==> src/rtl/frame_reader_axi_if.sv <==
// AXI4 read-address and read-data channels between the frame reader (master) and the DDR4 slave port.
interface frame_reader_axi_if #(
   parameter int ADDR_W = 32,
   parameter int DATA_W = 64,
   parameter int ID_W   = 4
);
   logic [ID_W-1:0]   arid;
   logic [ADDR_W-1:0] araddr;
   logic [7:0]        arlen;
   logic [2:0]        arsize;
   logic [1:0]        arburst;
   logic              arlock;
   logic [3:0]        arcache;
   logic [2:0]        arprot;
   logic [3:0]        arqos;
   logic              arvalid;
   logic              arready;
   logic [ID_W-1:0]   rid;
   logic [DATA_W-1:0] rdata;
   logic [1:0]        rresp;
   logic              rlast;
   logic              rvalid;
   logic              rready;

   modport master (
      output arid, araddr, arlen, arsize, arburst, arlock, arcache, arprot, arqos, arvalid,
      input  arready,
      input  rid, rdata, rresp, rlast, rvalid,
      output rready
   );

   modport slave (
      input  arid, araddr, arlen, arsize, arburst, arlock, arcache, arprot, arqos, arvalid,
      output arready,
      output rid, rdata, rresp, rlast, rvalid,
      input  rready
   );
endinterface

==> src/rtl/frame_reader_axi.sv <==
// AXI4 read master streaming a frame buffer into a pixel stream through a credit-managed beat FIFO.
// Build macro FRAME_READER_RRESP_CHECK_EN enables the sticky read-response error flag err_o.
module frame_reader_axi #(
   parameter int ADDR_W       = 32,
   parameter int DATA_W       = 64,
   parameter int ID_W         = 4,
   parameter int BURST_LEN    = 16,
   parameter int FRAME_BURSTS = 7200,
   parameter int FIFO_DEPTH   = 64
) (
   input  logic              clk_i,
   input  logic              rst_i,
   input  logic              enable_i,
   input  logic [ADDR_W-1:0] base_addr_i,
   frame_reader_axi_if.master m_axi,
   output logic [DATA_W-1:0] pix_data_o,
   output logic              pix_valid_o,
   input  logic              pix_ready_i,
   output logic              pix_sof_o,
   output logic              pix_eof_o,
   output logic              busy_o,
   output logic              err_o
);
   localparam int BURST_BYTES = BURST_LEN * 8;
   localparam int ADDR_LSB    = $clog2(BURST_BYTES);
   localparam int FRAME_BEATS = FRAME_BURSTS * BURST_LEN;
   localparam int PTR_W       = $clog2(FIFO_DEPTH);
   localparam int CNT_W       = PTR_W + 1;
   localparam int IDX_W       = $clog2(FRAME_BURSTS + 1);
   localparam int BEAT_W      = (FRAME_BEATS > 1) ? $clog2(FRAME_BEATS) : 1;
   localparam logic [ADDR_W-1:0] ADDR_MASK = ~((ADDR_W'(1) << ADDR_LSB) - ADDR_W'(1));

   typedef enum logic [1:0] {IDLE, RUN, DRAIN} state_t;

   state_t            state_q, state_d;
   logic              start;
   logic [ADDR_W-1:0] base_q, base_src, next_addr;
   logic [IDX_W-1:0]  burst_idx_q, idx_src;
   logic              arvalid_q;
   logic [ADDR_W-1:0] araddr_q;
   logic [7:0]        arlen_q;
   logic [2:0]        arsize_q;
   logic [1:0]        arburst_q;
   logic [3:0]        arcache_q;
   logic [CNT_W-1:0]  outstanding_q, fifo_cnt_q, fifo_cnt_d;
   logic [CNT_W+1:0]  committed;
   logic              credit_ok, raise, ar_hs, r_hs, pix_hs, rready_q;
   logic [PTR_W-1:0]  wr_ptr_q, rd_ptr_q;
   logic [BEAT_W-1:0] beat_cnt_q;
   logic              beat_sof, beat_eof;
   logic [DATA_W+1:0] fifo_mem [FIFO_DEPTH];
   logic [DATA_W+1:0] fifo_head;
   logic              unused_in;

   assign ar_hs  = arvalid_q && m_axi.arready;
   assign r_hs   = m_axi.rvalid && rready_q;
   assign pix_hs = pix_valid_o && pix_ready_i;

   // A burst still waiting in AR already owns its FIFO space, so it is counted before its handshake.
   assign committed = (CNT_W+2)'(fifo_cnt_q) + (CNT_W+2)'(outstanding_q)
                    + (arvalid_q ? (CNT_W+2)'(BURST_LEN) : '0);
   assign credit_ok = (committed + (CNT_W+2)'(BURST_LEN)) <= (CNT_W+2)'(FIFO_DEPTH);

   always_comb begin
      state_d = state_q;
      start   = 1'b0;
      case (state_q)
         IDLE: if (enable_i) begin
            state_d = RUN;
            start   = 1'b1;
         end
         RUN: if (ar_hs && burst_idx_q == IDX_W'(FRAME_BURSTS)) state_d = DRAIN;
         DRAIN: if (outstanding_q == '0) begin
            if (enable_i) begin
               state_d = RUN;
               start   = 1'b1;
            end else begin
               state_d = IDLE;
            end
         end
         default: state_d = IDLE;
      endcase
   end

   assign idx_src   = start ? '0 : burst_idx_q;
   assign base_src  = start ? (base_addr_i & ADDR_MASK) : base_q;
   assign next_addr = base_src + ADDR_W'(idx_src) * ADDR_W'(BURST_BYTES);
   assign raise     = (start || state_q == RUN) && (idx_src < IDX_W'(FRAME_BURSTS))
                    && (!arvalid_q || ar_hs) && credit_ok;

   assign fifo_cnt_d = fifo_cnt_q + (r_hs ? CNT_W'(1) : '0) - (pix_hs ? CNT_W'(1) : '0);
   assign beat_sof   = (beat_cnt_q == '0);
   assign beat_eof   = (beat_cnt_q == BEAT_W'(FRAME_BEATS - 1));

   always_ff @(posedge clk_i) begin
      if (rst_i) begin
         state_q       <= IDLE;
         arvalid_q     <= 1'b0;
         araddr_q      <= '0;
         arlen_q       <= '0;
         arsize_q      <= '0;
         arburst_q     <= '0;
         arcache_q     <= '0;
         burst_idx_q   <= '0;
         outstanding_q <= '0;
         fifo_cnt_q    <= '0;
         rready_q      <= 1'b0;
         wr_ptr_q      <= '0;
         rd_ptr_q      <= '0;
         beat_cnt_q    <= '0;
      end else begin
         state_q <= state_d;
         if (start) burst_idx_q <= '0;
         if (raise) begin
            arvalid_q   <= 1'b1;
            araddr_q    <= next_addr;
            arlen_q     <= 8'(BURST_LEN - 1);
            arsize_q    <= 3'd3;
            arburst_q   <= 2'b01;
            arcache_q   <= 4'b0011;
            burst_idx_q <= idx_src + 1'b1;
         end else if (ar_hs) begin
            arvalid_q <= 1'b0;
         end
         outstanding_q <= outstanding_q + (ar_hs ? CNT_W'(BURST_LEN) : '0) - (r_hs ? CNT_W'(1) : '0);
         fifo_cnt_q    <= fifo_cnt_d;
         rready_q      <= (fifo_cnt_d != CNT_W'(FIFO_DEPTH));
         if (r_hs) begin
            wr_ptr_q   <= wr_ptr_q + 1'b1;
            beat_cnt_q <= beat_eof ? '0 : beat_cnt_q + 1'b1;
         end
         if (pix_hs) rd_ptr_q <= rd_ptr_q + 1'b1;
      end
   end

   // Beat data path: frame base and FIFO storage carry no reset.
   always_ff @(posedge clk_i) begin
      if (start) base_q <= base_addr_i & ADDR_MASK;
      if (r_hs) fifo_mem[wr_ptr_q] <= {beat_eof, beat_sof, m_axi.rdata};
   end

   assign fifo_head   = fifo_mem[rd_ptr_q];
   assign pix_valid_o = (fifo_cnt_q != '0);
   assign pix_data_o  = fifo_head[DATA_W-1:0];
   assign pix_sof_o   = pix_valid_o && fifo_head[DATA_W];
   assign pix_eof_o   = pix_valid_o && fifo_head[DATA_W+1];
   assign busy_o      = (state_q != IDLE);

   assign m_axi.arid    = '0;
   assign m_axi.araddr  = araddr_q;
   assign m_axi.arlen   = arlen_q;
   assign m_axi.arsize  = arsize_q;
   assign m_axi.arburst = arburst_q;
   assign m_axi.arlock  = 1'b0;
   assign m_axi.arcache = arcache_q;
   assign m_axi.arprot  = '0;
   assign m_axi.arqos   = '0;
   assign m_axi.arvalid = arvalid_q;
   assign m_axi.rready  = rready_q;

`ifdef FRAME_READER_RRESP_CHECK_EN
   logic err_q;
   always_ff @(posedge clk_i) begin
      if (rst_i) err_q <= 1'b0;
      else if (r_hs && m_axi.rresp != 2'b00) err_q <= 1'b1;
   end
   assign err_o     = err_q;
   assign unused_in = ^{m_axi.rid, m_axi.rlast};
`else
   assign err_o     = 1'b0;
   assign unused_in = ^{m_axi.rid, m_axi.rlast, m_axi.rresp};
`endif
endmodule
==> src/flat_wrapper.sv <==
// flat-port wrapper written by rule: the top's interface ports become plain ports
module frame_reader_axi_flat 
#(
   parameter int ADDR_W       = 32,
   parameter int DATA_W       = 64,
   parameter int ID_W         = 4,
   parameter int BURST_LEN    = 16,
   parameter int FRAME_BURSTS = 7200,
   parameter int FIFO_DEPTH   = 64
)
  (clk_i, rst_i, enable_i, base_addr_i, pix_data_o, pix_valid_o, pix_ready_i, pix_sof_o, pix_eof_o, busy_o, err_o, m_axi_arid, m_axi_araddr, m_axi_arlen, m_axi_arsize, m_axi_arburst, m_axi_arlock, m_axi_arcache, m_axi_arprot, m_axi_arqos, m_axi_arvalid, m_axi_arready, m_axi_rid, m_axi_rdata, m_axi_rresp, m_axi_rlast, m_axi_rvalid, m_axi_rready);
  frame_reader_axi_if #(.ADDR_W(ADDR_W), .DATA_W(DATA_W), .ID_W(ID_W)) m_axi_i ();
  input  logic clk_i;
  input  logic rst_i;
  input  logic enable_i;
  input  logic [ADDR_W-1:0] base_addr_i;
  output logic [DATA_W-1:0] pix_data_o;
  output logic pix_valid_o;
  input  logic pix_ready_i;
  output logic pix_sof_o;
  output logic pix_eof_o;
  output logic busy_o;
  output logic err_o;
  output wire logic [$bits(m_axi_i.arid)-1:0] m_axi_arid;
  output wire logic [$bits(m_axi_i.araddr)-1:0] m_axi_araddr;
  output wire logic [$bits(m_axi_i.arlen)-1:0] m_axi_arlen;
  output wire logic [$bits(m_axi_i.arsize)-1:0] m_axi_arsize;
  output wire logic [$bits(m_axi_i.arburst)-1:0] m_axi_arburst;
  output wire logic [$bits(m_axi_i.arlock)-1:0] m_axi_arlock;
  output wire logic [$bits(m_axi_i.arcache)-1:0] m_axi_arcache;
  output wire logic [$bits(m_axi_i.arprot)-1:0] m_axi_arprot;
  output wire logic [$bits(m_axi_i.arqos)-1:0] m_axi_arqos;
  output wire logic [$bits(m_axi_i.arvalid)-1:0] m_axi_arvalid;
  input wire logic [$bits(m_axi_i.arready)-1:0] m_axi_arready;
  input wire logic [$bits(m_axi_i.rid)-1:0] m_axi_rid;
  input wire logic [$bits(m_axi_i.rdata)-1:0] m_axi_rdata;
  input wire logic [$bits(m_axi_i.rresp)-1:0] m_axi_rresp;
  input wire logic [$bits(m_axi_i.rlast)-1:0] m_axi_rlast;
  input wire logic [$bits(m_axi_i.rvalid)-1:0] m_axi_rvalid;
  output wire logic [$bits(m_axi_i.rready)-1:0] m_axi_rready;
  assign m_axi_arid = m_axi_i.arid;
  assign m_axi_araddr = m_axi_i.araddr;
  assign m_axi_arlen = m_axi_i.arlen;
  assign m_axi_arsize = m_axi_i.arsize;
  assign m_axi_arburst = m_axi_i.arburst;
  assign m_axi_arlock = m_axi_i.arlock;
  assign m_axi_arcache = m_axi_i.arcache;
  assign m_axi_arprot = m_axi_i.arprot;
  assign m_axi_arqos = m_axi_i.arqos;
  assign m_axi_arvalid = m_axi_i.arvalid;
  assign m_axi_i.arready = m_axi_arready;
  assign m_axi_i.rid = m_axi_rid;
  assign m_axi_i.rdata = m_axi_rdata;
  assign m_axi_i.rresp = m_axi_rresp;
  assign m_axi_i.rlast = m_axi_rlast;
  assign m_axi_i.rvalid = m_axi_rvalid;
  assign m_axi_rready = m_axi_i.rready;
  frame_reader_axi #(.ADDR_W(ADDR_W), .DATA_W(DATA_W), .ID_W(ID_W), .BURST_LEN(BURST_LEN), .FRAME_BURSTS(FRAME_BURSTS), .FIFO_DEPTH(FIFO_DEPTH)) u_core (.clk_i(clk_i), .rst_i(rst_i), .enable_i(enable_i), .base_addr_i(base_addr_i), .m_axi(m_axi_i), .pix_data_o(pix_data_o), .pix_valid_o(pix_valid_o), .pix_ready_i(pix_ready_i), .pix_sof_o(pix_sof_o), .pix_eof_o(pix_eof_o), .busy_o(busy_o), .err_o(err_o));
endmodule
==> config.mk <==
export PLATFORM = sky130hd
export DESIGN_NAME = frame_reader_axi_flat
export DESIGN_NICKNAME = d
export VERILOG_FILES = /design/src/rtl/frame_reader_axi_if.sv /design/src/rtl/frame_reader_axi.sv /design/src/flat_wrapper.sv
export SDC_FILE = /design/constraint.sdc
export NUM_CORES = 2
export LEC_CHECK = 0
export CORE_MARGIN = 4
export CORE_UTILIZATION = 42
export CTS_BUF_LIST = sky130_fd_sc_hd__clkbuf_8 sky130_fd_sc_hd__clkbuf_16
export DETAILED_ROUTE_END_ITERATION = 10
export SYNTH_ARGS = -nofsm -noshare
export SYNTH_HDL_FRONTEND = slang
export SYNTH_MEMORY_MAX_BITS = 65536
export SYNTH_SLANG_ARGS = --single-unit
==> constraint.sdc <==
create_clock -name clk_i -period 6.5 [get_ports clk_i]
set_input_delay 1.3 -clock clk_i [delete_from_list [all_inputs] [get_ports clk_i]]
set_output_delay 1.3 -clock clk_i [all_outputs]
set_load 0.005 [all_outputs]
==> summary.md <==
| Metric | Value |
|---|---|
| Predominant post-synthesis flop cell | `edfxtp_1` |
| Core area | `394,000 µm²` |
| Clk root buf | `clkbuf_16` |
| Mapped Area | `166,000 µm²` |
| Fmax | `about 0.16 GHz` |
| DR vias/cell | `6.03` |
| Final Hold Vio Count | `0` |
| Cells after Synth | `slightly below 7,000` |
| Leading area contributor after synthesis | `edfxtp_1` |
| Post-DP Area | `177,000 µm²` |
| Die span in y | `638 µm` |
| Worst path required time | `5.20 ns` |
| Slew Limit Fails | `0` |
| Initial Util | `42.3%` |
| Vias in the first global route | `between 70,000 and 80,000` |
| Clk Latency, worst-skew pair | `a little under 1 ns` |
| CTS Sinks | `4,355` |
| GRT overflow | `0` |
| WL per Instance | `between 30 and 40 µm` |
| Clk pwr share | `a little under two fifths` |
| Avg Inst Size Synth | `24.4 µm²` |
| DRT Pass-1 Iters | `5` |
| Detailed-route wire length | `between 400,000 and 500,000 µm` |
| Sequential share of the synthesized area | `77.8%` |
| Post CTS Setup Buffer Count | `0` |
| Total die area | `slightly above 400,000 µm²` |
| PostCTS Resize Cnt | `0` |
| CTS Buf Count | `434` |
| Worst-path fanout max | `45` |
| CP Launch Type | `register` |
| CP arrival | `between 4 and 5 ns` |
| CP endpoint kind | `output port` |
| Io pins | `roughly 240` |
| Fraction of registers with async set/reset | `0%` |
| Wire length on met3 | `~33,000 µm` |
| Worst hold path stage count | `2` |
| Maxcap violations | `0` |
| Initial antenna violation count | `25` |
| Largest net degree at the start of global routing | `122` |
| Gr usage total | `21.7%` |
| Worst hold path endpoint | `u_core.m_axi.araddr[14]` |
| Top Metal Used | `met5` |
| Hold_sp | `u_core.m_axi.araddr[14]` |
| Tightest Pin Transition | `1.28 ns` |
| Netlist cell types | `70` |
| RePlAce Congestion | `roughly 0.77` |
| Leakage power | `58.2 nW` |
| Outcome | `completed` |
| Port-buffer cells | `205` |
| Synthesized flop and latch total | `between 4,000 and 5,000` |
| Synth Warn # | `0` |
| Design area | `around 190,000 µm²` |
| # DRC | `0` |
| Starting DRT DRC Count | `10,200` |
| Slew margin rel. | `14.4%` |
| Most frequent cell after synthesis | `edfxtp_1` |
| Top cell type's share of synthesized area | `76.2%` |
| Top cells by area in the synthesized netlist | `edfxtp_1 (76%), mux4_2 (19%), dfxtp_1 (1.6%)` |
| Pwr dens | `348 nW/µm²` |
| Post-DRT Antenna Nets | `0` |
| List of most frequent post-synthesis cells | `edfxtp_1 (4,224), mux4_2 (1,386), clkbuf_1 (201)` |
| Fin crit period | `6.10 ns` |
| Layout net count | `7,540` |
| CTS Hold Bufs | `0` |
| Area delta synth->final | `14.8%` |
| Clk slew on worst S/H paths | `0.06 ns` |
| Longest Clk Path Bufs | `4` |
| Final setup TNS | `0 ns` |
| DRT met1 WL | `183,000 µm` |
| Worst R2R End | `u_core.m_axi.araddr[30]` |
| Finish-stage setup viols | `0` |
| Comb pwr share | `16.0%` |
| Met2 WL | `216,000 µm` |
| Reg-to-reg setup timing slack | `2.03 ns` |
| Worst hold slack | `0.450 ns` |
| DP Wirelength | `~230,000 µm` |
| Share of layout cells above drive strength 1 | `31.4%` |
| Global-route wire length before repair | `622,000 µm` |
| Setup Crit Path Kind | `reg -> out` |
| Switching Share | `23.9%` |
| P_int | `50.6 mW` |
| RSZ-0062 raised after global routing | `no` |
| Psw | `15.9 mW` |
| Worst R2R Start | `u_core.outstanding_q[2]` |
| Via count | `78,300` |
| Worst min-delay path category | `reg -> reg` |
| Rows | `230` |
| CTS tree | `done` |
| Reg power frac | `47.0%` |
| VDD IR max | `0.265 mV` |
| Fin crit share | `93.8%` |
| Die W | `638 µm` |
| Post-synth EDFFs | `~4,200` |
| FF-to-FF path depth | `16` |
| CTS H-Tree Depth | `5` |
| Clock Skews | `0.0425 ns` |
## power groups by stage
stage,logic [mW],registers (mW),clock network (mW)
detailed placement,10.8,31.8,0
global placement,10.7,31.8,0
finish,10.6,31.2,24.6
CTS,10.9,31.2,25.0
floorplan,7.59,31.7,0
global route,11.4,31.2,26.3
## cells in the final DEF, fill, tap and decap left out, types with 12 or more instances in the layout
master and count:
buf_4 188, dfxtp_1 125, a21oi_1 43, clkbuf_16 439, clkinv_1 96, clkdlybuf4s50_1 149, nand2_1 155, edfxtp_1 4224
clkinvlp_4 16, clkinv_2 76, inv_6 12, ha_1 44, inv_1 133, nor2_4 64, bufinv_16 41, buf_12 94
conb_1 21, nor2_1 74, buf_2 54, nand3_1 20, nor2b_1 12, xor2_1 31, mux4_2 1386, xnor2_1 33
o21ai_0 13, and2_1 17
## worst max-delay path: stages, from the launching register on
cell	delay, ns
dfxtp_4	0.71
buf_12	0.29
buf_12	0.33
buf_4	0.24
mux4_2	0.51
mux4_2	0.49
mux4_2	0.54
clkdlybuf4s50_1	0.51
## cell families after synthesis
kind of cell	after synthesis	share of synthesized area, %
compound gates	114	0.465
buf+inv	413	1.09
other cells	1	0.00225
xor+xnor	64	0.337
fa+ha+maj	48	0.379
mux	1399	18.8
simple gates	416	1.14
flops	4355	77.8
## final cells by class
class                      count  area [µm²]
fill                       31300      203000
sequential                  4355      129000
multi-input combinational   2062       35800
clock buffer                 444       11100
tap                         5220        6530
timing repair buffer         487        5060
clock inverter               356        3020
inverter                      43         161
antenna                       10        25.0
## flip-flops by register name, summed over array words and instances, names as in the netlist, named ones only
signal	flops
u_core.m_axi.arvalid	1
u_core.rd_ptr_q	6
u_core.state_q	2
u_core.base_q	32
u_core.m_axi.arburst	1
u_core.fifo_mem	4224
u_core.outstanding_q	7
u_core.m_axi.araddr	32
u_core.fifo_cnt_q	7
u_core.burst_idx_q	13
u_core.wr_ptr_q	6
u_core.beat_cnt_q	17
u_core.m_axi.rready	1
## routing by layer
layer | GRT usage (%) | vias up
met5 | 0 | -
met4 | 6.46 | 8
met3 | 3.39 | 735
met2 | 34.7 | 3552
met1 | 31.0 | 43500
li1 | - | 30500
## metrics by stage
stage	setup WS [ns]	util (%)	std cells	total power, mW
floorplan	0.815	-	6830	39.3
global route	0.202	48.5	13000	69.0
finish	0.404	48.6	13000	66.5
global placement	0.800	45.0	12200	42.5
CTS	0.269	48.5	13000	67.2
detailed placement	0.850	45.0	12200	42.7
## worst max-delay path by stage
stage,from,to
6_report,register,pix_data_o[28]
5_1_grt,register,pix_data_o[36]
3_5_place_dp,enable_i,u_core.m_axi.araddr[24]
4_1_cts,register,pix_data_o[28]
2_1_floorplan,u_core.beat_cnt_q[10],u_core.fifo_mem[0][64]
3_3_place_gp,enable_i,u_core.m_axi.araddr[30]
Power figures use the tool's default switching activity.
